===== src/rtl/alu_pkg.sv =====
// Shared types and constants for the ALU issue/writeback stage.
package alu_pkg;

  localparam int unsigned DATA_W = 16;
  localparam int unsigned NREGS  = 8;
  localparam int unsigned REG_AW = $clog2(NREGS);

  // ALU function select codes (meaning depends on mode)
  localparam logic [3:0] SEL_ARITH_ADD = 4'b1001;
  localparam logic [3:0] SEL_ARITH_SUB = 4'b0110;
  localparam logic [3:0] SEL_LOGIC_AND = 4'b1011;
  localparam logic [3:0] SEL_LOGIC_OR  = 4'b1110;
  localparam logic [3:0] SEL_LOGIC_XOR = 4'b0110;

  typedef enum logic [1:0] {
    IDLE = 2'd0,
    EXEC = 2'd1,
    DONE = 2'd2
  } state_t;

  typedef struct packed {
    logic              load;
    logic [DATA_W-1:0] imm;
    logic              mode;
    logic [3:0]        select;
    logic              cin;
    logic [REG_AW-1:0] rd;
    logic [REG_AW-1:0] ra;
    logic [REG_AW-1:0] rb;
  } cmd_t;

endpackage


===== src/rtl/alu_regfile.sv =====
// Small register file: two captured read ports, one write port,
// one combinational debug port. Register 0 always reads zero.
module alu_regfile
  import alu_pkg::*;
(
  input  logic              clk,
  input  logic              rst,
  input  logic              i_re,
  input  logic [REG_AW-1:0] i_ra,
  input  logic [REG_AW-1:0] i_rb,
  output logic [DATA_W-1:0] o_rdata_a,
  output logic [DATA_W-1:0] o_rdata_b,
  input  logic              i_we,
  input  logic [REG_AW-1:0] i_waddr,
  input  logic [DATA_W-1:0] i_wdata,
  input  logic [REG_AW-1:0] i_dbg_addr,
  output logic [DATA_W-1:0] o_dbg_data_c
);

  logic [DATA_W-1:0] r_mem [NREGS];
  logic [DATA_W-1:0] r_rdata_a;
  logic [DATA_W-1:0] r_rdata_b;

  // Storage, write port and captured read ports; r0 writes are dropped
  always_ff @(posedge clk) begin
    if (rst) begin
      for (int i = 0; i < int'(NREGS); i++) begin
        r_mem[i] <= '0;
      end
      r_rdata_a <= '0;
      r_rdata_b <= '0;
    end else begin
      if (i_we && (i_waddr != '0)) begin
        r_mem[i_waddr] <= i_wdata;
      end
      if (i_re) begin
        r_rdata_a <= (i_ra == '0) ? '0 : r_mem[i_ra];
        r_rdata_b <= (i_rb == '0) ? '0 : r_mem[i_rb];
      end
    end
  end

  assign o_rdata_a    = r_rdata_a;
  assign o_rdata_b    = r_rdata_b;
  assign o_dbg_data_c = (i_dbg_addr == '0) ? '0 : r_mem[i_dbg_addr];

endmodule


===== src/rtl/alu_issue_ctrl.sv =====
// Issue/writeback stage in front of the 16-bit combinational ALU.
// Optional macro ALU_ISSUE_CARRY_CHAIN_EN adds cmd_use_flag and a carry
// flag so multi-word add/subtract can chain carry between operations.
module alu_issue_ctrl
  import alu_pkg::*;
(
  input  logic              clk,
  input  logic              rst,
  input  logic              cmd_valid,
  output logic              cmd_ready,
  input  logic              cmd_load,
  input  logic [DATA_W-1:0] cmd_imm,
  input  logic              cmd_mode,
  input  logic [3:0]        cmd_select,
  input  logic              cmd_cin,
  input  logic [REG_AW-1:0] cmd_rd,
  input  logic [REG_AW-1:0] cmd_ra,
  input  logic [REG_AW-1:0] cmd_rb,
`ifdef ALU_ISSUE_CARRY_CHAIN_EN
  input  logic              cmd_use_flag,
`endif
  output logic [DATA_W-1:0] alu_a,
  output logic [DATA_W-1:0] alu_b,
  output logic [3:0]        alu_select,
  output logic              alu_mode,
  output logic              alu_cin,
  input  logic [DATA_W-1:0] alu_result,
  input  logic              alu_cout,
  input  logic              alu_cmp,
  output logic              res_valid,
  output logic [DATA_W-1:0] res_data,
  output logic              res_cout,
  output logic              res_cmp,
  output logic [REG_AW-1:0] res_rd,
  input  logic [REG_AW-1:0] dbg_addr,
  output logic [DATA_W-1:0] dbg_data
);

  state_t            r_state;
  state_t            w_state_nxt;
  cmd_t              w_cmd;
  logic              w_accept_load;
  logic              w_accept_alu;
  logic              w_capture;
  logic              w_rf_we;
  logic [REG_AW-1:0] w_rf_waddr;
  logic [DATA_W-1:0] w_rf_wdata;
  logic              w_cin_sel;

  logic              r_cmd_ready;
  logic [3:0]        r_alu_select;
  logic              r_alu_mode;
  logic              r_alu_cin;
  logic [REG_AW-1:0] r_rd_pend;
  logic              r_res_valid;
  logic [DATA_W-1:0] r_res_data;
  logic              r_res_cout;
  logic              r_res_cmp;
  logic [REG_AW-1:0] r_res_rd;

  assign w_cmd = '{load:   cmd_load,
                   imm:    cmd_imm,
                   mode:   cmd_mode,
                   select: cmd_select,
                   cin:    cmd_cin,
                   rd:     cmd_rd,
                   ra:     cmd_ra,
                   rb:     cmd_rb};

`ifdef ALU_ISSUE_CARRY_CHAIN_EN
  logic r_carry_flag;

  // Carry flag tracks the last ALU carry-out; loads leave it alone
  always_ff @(posedge clk) begin
    if (rst) begin
      r_carry_flag <= 1'b0;
    end else if (w_capture) begin
      r_carry_flag <= alu_cout;
    end
  end

  assign w_cin_sel = cmd_use_flag ? r_carry_flag : w_cmd.cin;
`else
  assign w_cin_sel = w_cmd.cin;
`endif

  // State register
  always_ff @(posedge clk) begin
    if (rst) begin
      r_state <= IDLE;
    end else begin
      r_state <= w_state_nxt;
    end
  end

  // Next-state and accept/capture decode
  always_comb begin
    w_state_nxt   = r_state;
    w_accept_load = 1'b0;
    w_accept_alu  = 1'b0;
    w_capture     = 1'b0;
    case (r_state)
      IDLE: begin
        if (cmd_valid) begin
          if (w_cmd.load) begin
            w_accept_load = 1'b1;
            w_state_nxt   = DONE;
          end else begin
            w_accept_alu  = 1'b1;
            w_state_nxt   = EXEC;
          end
        end
      end
      EXEC: begin
        w_capture   = 1'b1;
        w_state_nxt = DONE;
      end
      DONE:    w_state_nxt = IDLE;
      default: w_state_nxt = IDLE;
    endcase
  end

  // Writeback source: ALU capture in EXEC, immediate on load accept
  assign w_rf_we    = w_accept_load | w_capture;
  assign w_rf_waddr = w_capture ? r_rd_pend : w_cmd.rd;
  assign w_rf_wdata = w_capture ? alu_result : w_cmd.imm;

  alu_regfile u_regfile (
    .clk          (clk),
    .rst          (rst),
    .i_re         (w_accept_alu),
    .i_ra         (w_cmd.ra),
    .i_rb         (w_cmd.rb),
    .o_rdata_a    (alu_a),
    .o_rdata_b    (alu_b),
    .i_we         (w_rf_we),
    .i_waddr      (w_rf_waddr),
    .i_wdata      (w_rf_wdata),
    .i_dbg_addr   (dbg_addr),
    .o_dbg_data_c (dbg_data)
  );

  // Registered ALU controls, result capture and handshake outputs
  always_ff @(posedge clk) begin
    if (rst) begin
      r_cmd_ready  <= 1'b1;
      r_alu_select <= '0;
      r_alu_mode   <= 1'b0;
      r_alu_cin    <= 1'b0;
      r_rd_pend    <= '0;
      r_res_valid  <= 1'b0;
      r_res_data   <= '0;
      r_res_cout   <= 1'b0;
      r_res_cmp    <= 1'b0;
      r_res_rd     <= '0;
    end else begin
      r_cmd_ready <= (w_state_nxt == IDLE);
      r_res_valid <= (w_state_nxt == DONE);
      if (w_accept_alu) begin
        r_alu_select <= w_cmd.select;
        r_alu_mode   <= w_cmd.mode;
        r_alu_cin    <= w_cin_sel;
        r_rd_pend    <= w_cmd.rd;
      end
      if (w_accept_load) begin
        r_res_data <= w_cmd.imm;
        r_res_cout <= 1'b0;
        r_res_cmp  <= 1'b0;
        r_res_rd   <= w_cmd.rd;
      end else if (w_capture) begin
        r_res_data <= alu_result;
        r_res_cout <= alu_cout;
        r_res_cmp  <= alu_cmp;
        r_res_rd   <= r_rd_pend;
      end
    end
  end

  assign cmd_ready  = r_cmd_ready;
  assign alu_select = r_alu_select;
  assign alu_mode   = r_alu_mode;
  assign alu_cin    = r_alu_cin;
  assign res_valid  = r_res_valid;
  assign res_data   = r_res_data;
  assign res_cout   = r_res_cout;
  assign res_cmp    = r_res_cmp;
  assign res_rd     = r_res_rd;

endmodule


===== config.mk =====
export PLATFORM = sky130hd
export DESIGN_NAME = alu_issue_ctrl
export DESIGN_NICKNAME = d
export VERILOG_FILES = /design/src/rtl/alu_pkg.sv /design/src/rtl/alu_regfile.sv /design/src/rtl/alu_issue_ctrl.sv
export SDC_FILE = /design/constraint.sdc
export NUM_CORES = 1
export LEC_CHECK = 0
export BUFFER_PORTS_ARGS = -buffer_cell sky130_fd_sc_hd__buf_2
export CAP_MARGIN = 20
export CELL_PAD_IN_SITES_DETAIL_PLACEMENT = 0
export CELL_PAD_IN_SITES_GLOBAL_PLACEMENT = 1
export CORE_MARGIN = 10
export CORE_UTILIZATION = 45
export DETAILED_ROUTE_END_ITERATION = 10
export PLACE_DENSITY_LB_ADDON = 0.1
export SYNTH_ARGS = -nofsm -noshare
export SYNTH_HDL_FRONTEND = slang
export SYNTH_SLANG_ARGS = --single-unit
export TNS_END_PERCENT = 30

===== constraint.sdc =====
create_clock -name clk -period 4.23 [get_ports clk]
set_input_delay 0.6345 -clock clk [delete_from_list [all_inputs] [get_ports clk]]
set_output_delay 0.6345 -clock clk [all_outputs]
set_load 0.02 [all_outputs]

==> summary.txt <==
Yosys
  – Syn nets: 921
  – Ranking of synthesized cells by area: edfxtp_1 35%, dfxtp_1 14%, mux2_2 7.2%, mux2i_1 5.6%, a21oi_1 4.2%
  – Synthesis Warnings: 0
  – Post-Synthesis Cells: 865
  – Synthesized area: 9700 um2
  – Post-synth ARST share: 0
  – Post-synth top area cell: edfxtp_1
  – List of most frequent post-synthesis cells: 112 x edfxtp_1, 82 x a21oi_1, 66 x dfxtp_1, 64 x nor4_1, 62 x mux2_2
  – Area fraction of the dominant cell type after synthesis: 0.347
  – EDFF count, synth: 112
  – Register area share after synthesis: 0.483
  – Count leader, synth: edfxtp_1
  – Synth Area per Inst: 11.2 um2
  – Synth Flop Type: edfxtp_1
  – Yosys reg bits: 178
  – Distinct cells, synth: 46

Worst hold path
  – Hold path cells: 3
  – Hold endpoint: alu_select[1]
  – Hold Crit Class: input pin to register
  – Hold Path Origin: cmd_select[1]

Setup path
  – Reg2Reg Depth: 6
  – Max FO, Critical Path: 33
  – R2r endpoint: u_regfile.r_mem[5][2]
  – CP arrival: 2.27 ns
  – FF-to-FF Start: r_state[0]
  – CP Class: input pin to output port
  – Crit-path most repeated cell: buf_2
  – Critical path capture point type: output port
  – Buffers & Inverters on Critical Path: 3
  – CP peak stage delay: 0.58 ns
  – Critical Path, Cell by Cell: buf_2 > nor2b_1 > buf_4 > a221oi_1 > a21oi_1 > buf_2
  – Crit start category: input pin
  – Largest delay contributor family on the critical path: buffers and inverters
  – R2R setup slack: 1.51 ns
  – Crit path max-delay cell type: buf_2
  – CP required: 3.60 ns

Detailed routing
  – Via density: 6.29
  – Per-cell routed wire length: 24.1 um
  – Residual DRC: 0
  – Drt total wl: 29.6 mm
  – Initial detailed-routing violation count: 789
  – WL met2: 11.8 mm
  – Met3 routed WL: 2.95 mm
  – Vias post-DR: 7732
  – TritonRoute pass-1 iters: 5
  – Top Metal Used: met4
  – Post-route ant nets: 0
  – Wl on met1: 14.6 mm

Floorplanning
  – Die width: 167 um
  – Starting Density: 0.460
  – Die Ht: 167 um
  – Die area: 27800 um2
  – Core area: 21100 um2
  – Row count: 53
  – Num ports: 133

Global routing
  – Vias in the first global route: 7418
  – Total track usage: 0.205
  – Total congestion overflow: 0
  – Initial antenna violation count: 0
  – Largest net degree at the start of global routing: 59
  – First-pass GRT wire length: 45.9 mm

Finish
  – Fillers: 1894
  – Synth-to-Final Area Change: 13.7%
  – Nets: 997
  – Share of cells above drive strength 1: 0.316
  – # diodes: 0

Pwr
  – VDD IR-drop max: 217 uV
  – Pwr/cell area: 382 nW/um2
  – Leakage: 4.13 nW

Timing
  – RSZ-0062 raised after global routing: no
  – Fin Setup TNS: 0 ns
  – Max Clock Freq: 344 MHz
  – Worst-margin pin slew: 1.08 ns
  – Tmin final: 2.91 ns
  – Final Max Tran Viols: 0
  – Setup-failing EPs final: 0
  – Final period utilization: 0.687
  – Relative slew slack: 0.283
  – Fin. Hold Viols: 0
  – Clock Skews: 0.0119 ns
  – Hold_ws: 0.429 ns

Placement
  – Final HPWL DP: 21.8 mm
  – GPL Wtd Cong: 0.934
  – PortBufs: 132

Clock tree
  – Number of clock sinks: 178
  – Clk_lat worst skew: 0.43 ns
  – Hold buffer count at cts: 0
  – Max clock buf depth: 2
  – Setup Buffers After CTS: 0
  – CTS buffer count: 17
  – H-tree depth: 4
  – CTS tree: done
  – Clock Tree Root: clkbuf_16
  – Clock transition at path regs: 0.08 ns
  – Post_cts resized: 0

Outcome
  – Outcome: completed

Run
  – Max-cap viol count: 0
## final cells by class
type / instances / area (um2) / area share
clock buffers: 19 / 443 / 0.0401
clock inverters: 13 / 129 / 0.0117
inverters: 22 / 82.6 / 0.00748
multi-input cells: 567 / 4510 / 0.408
flip-flops and latches: 178 / 4680 / 0.424
well taps: 275 / 344 / 0.0312
repair buffers: 155 / 846 / 0.0766
## kinds of logic after synthesis
kind of cell / Yosys count / share of synthesized area
AOI/OAI and AO/OA: 238 / 0.164
and+or+nand+nor: 195 / 0.127
DFF: 178 / 0.483
muxes: 134 / 0.169
buffers and inverters: 120 / 0.0571
## report_power, final
part | internal, W | switching [W] | total, W
Sequential | 0.00193 | 0.0000772 | 0.00201
Clock | 0.000802 | 0.000752 | 0.00155
Combinational | 0.000237 | 0.000420 | 0.000658
## per-stage QoR
step	cell area (um2)	util	instances	power, W	worst slack, ns
3_5_place_dp	10500	0.496	1197	0.00270	1.32
3_3_place_gp	10500	0.496	1197	0.00268	1.34
4_1_cts	11000	0.523	1229	0.00424	1.33
2_1_floorplan	9700	-	865	0.00247	1.12
6_report	11000	0.523	1229	0.00422	1.32
5_1_grt	11000	0.523	1229	0.00438	1.12
## per-layer routing
layer,vias to the layer above,global-route usage
li1,3567,-
met1,3717,0.324
met2,424,0.269
met3,24,0.0534
met4,0,0.0424
met5,-,0
## worst max-delay path by stage
stage	slack, ns	start	to	cells after the start
floorplan	1.12	rst	u_regfile.r_mem[6][0]	5
global placement	1.34	dbg_addr[1]	dbg_data[4]	6
detailed placement	1.32	dbg_addr[1]	dbg_data[4]	6
CTS	1.33	dbg_addr[0]	dbg_data[11]	6
global route	1.12	dbg_addr[0]	dbg_data[7]	6
finish	1.32	dbg_addr[1]	dbg_data[7]	6
## cell usage in the layout (no fill, tap or decap), types with 2 or more instances in the layout
master and instances:
nor3_1 32, a211o_1 4, a31oi_1 15, a31oi_4 3, mux2_2 62, edfxtp_1 112, o22ai_1 15, buf_2 132
a211oi_1 2, clkbuf_16 17, nor4bb_1 2, nand2b_1 3, and3b_1 17, a2bb2oi_1 10, inv_8 3, nor3_2 19
o31ai_2 4, nand2_1 40, inv_6 7, o32ai_1 15, nor2b_1 5, o21ai_1 3, dfxtp_1 66, a21oi_1 81
o22a_1 14, nor2_1 3, o21ai_0 35, a221oi_1 30, clkinv_4 2, inv_1 22, mux2i_1 54, nor4_1 64
buf_4 22, mux4_2 18
## worst register-to-register path, cell delays in order (launching register included)
cell      delay (ns)
dfxtp_1         0.31
buf_4           0.25
nand2b_2        0.22
buf_4           0.30
a2111o_2        0.78
o21ai_1         0.22
buf_4           0.29
## sequential cells by signal, indices dropped and copies added, names as in the netlist, 2 cells and up
register,count
u_regfile.o_rdata_a,16
r_state,2
r_rd_pend,3
res_rd,3
res_data,16
u_regfile.o_rdata_b,16
u_regfile.r_mem,112
alu_select,4
No activity file was read; power rests on OpenSTA's default activity.
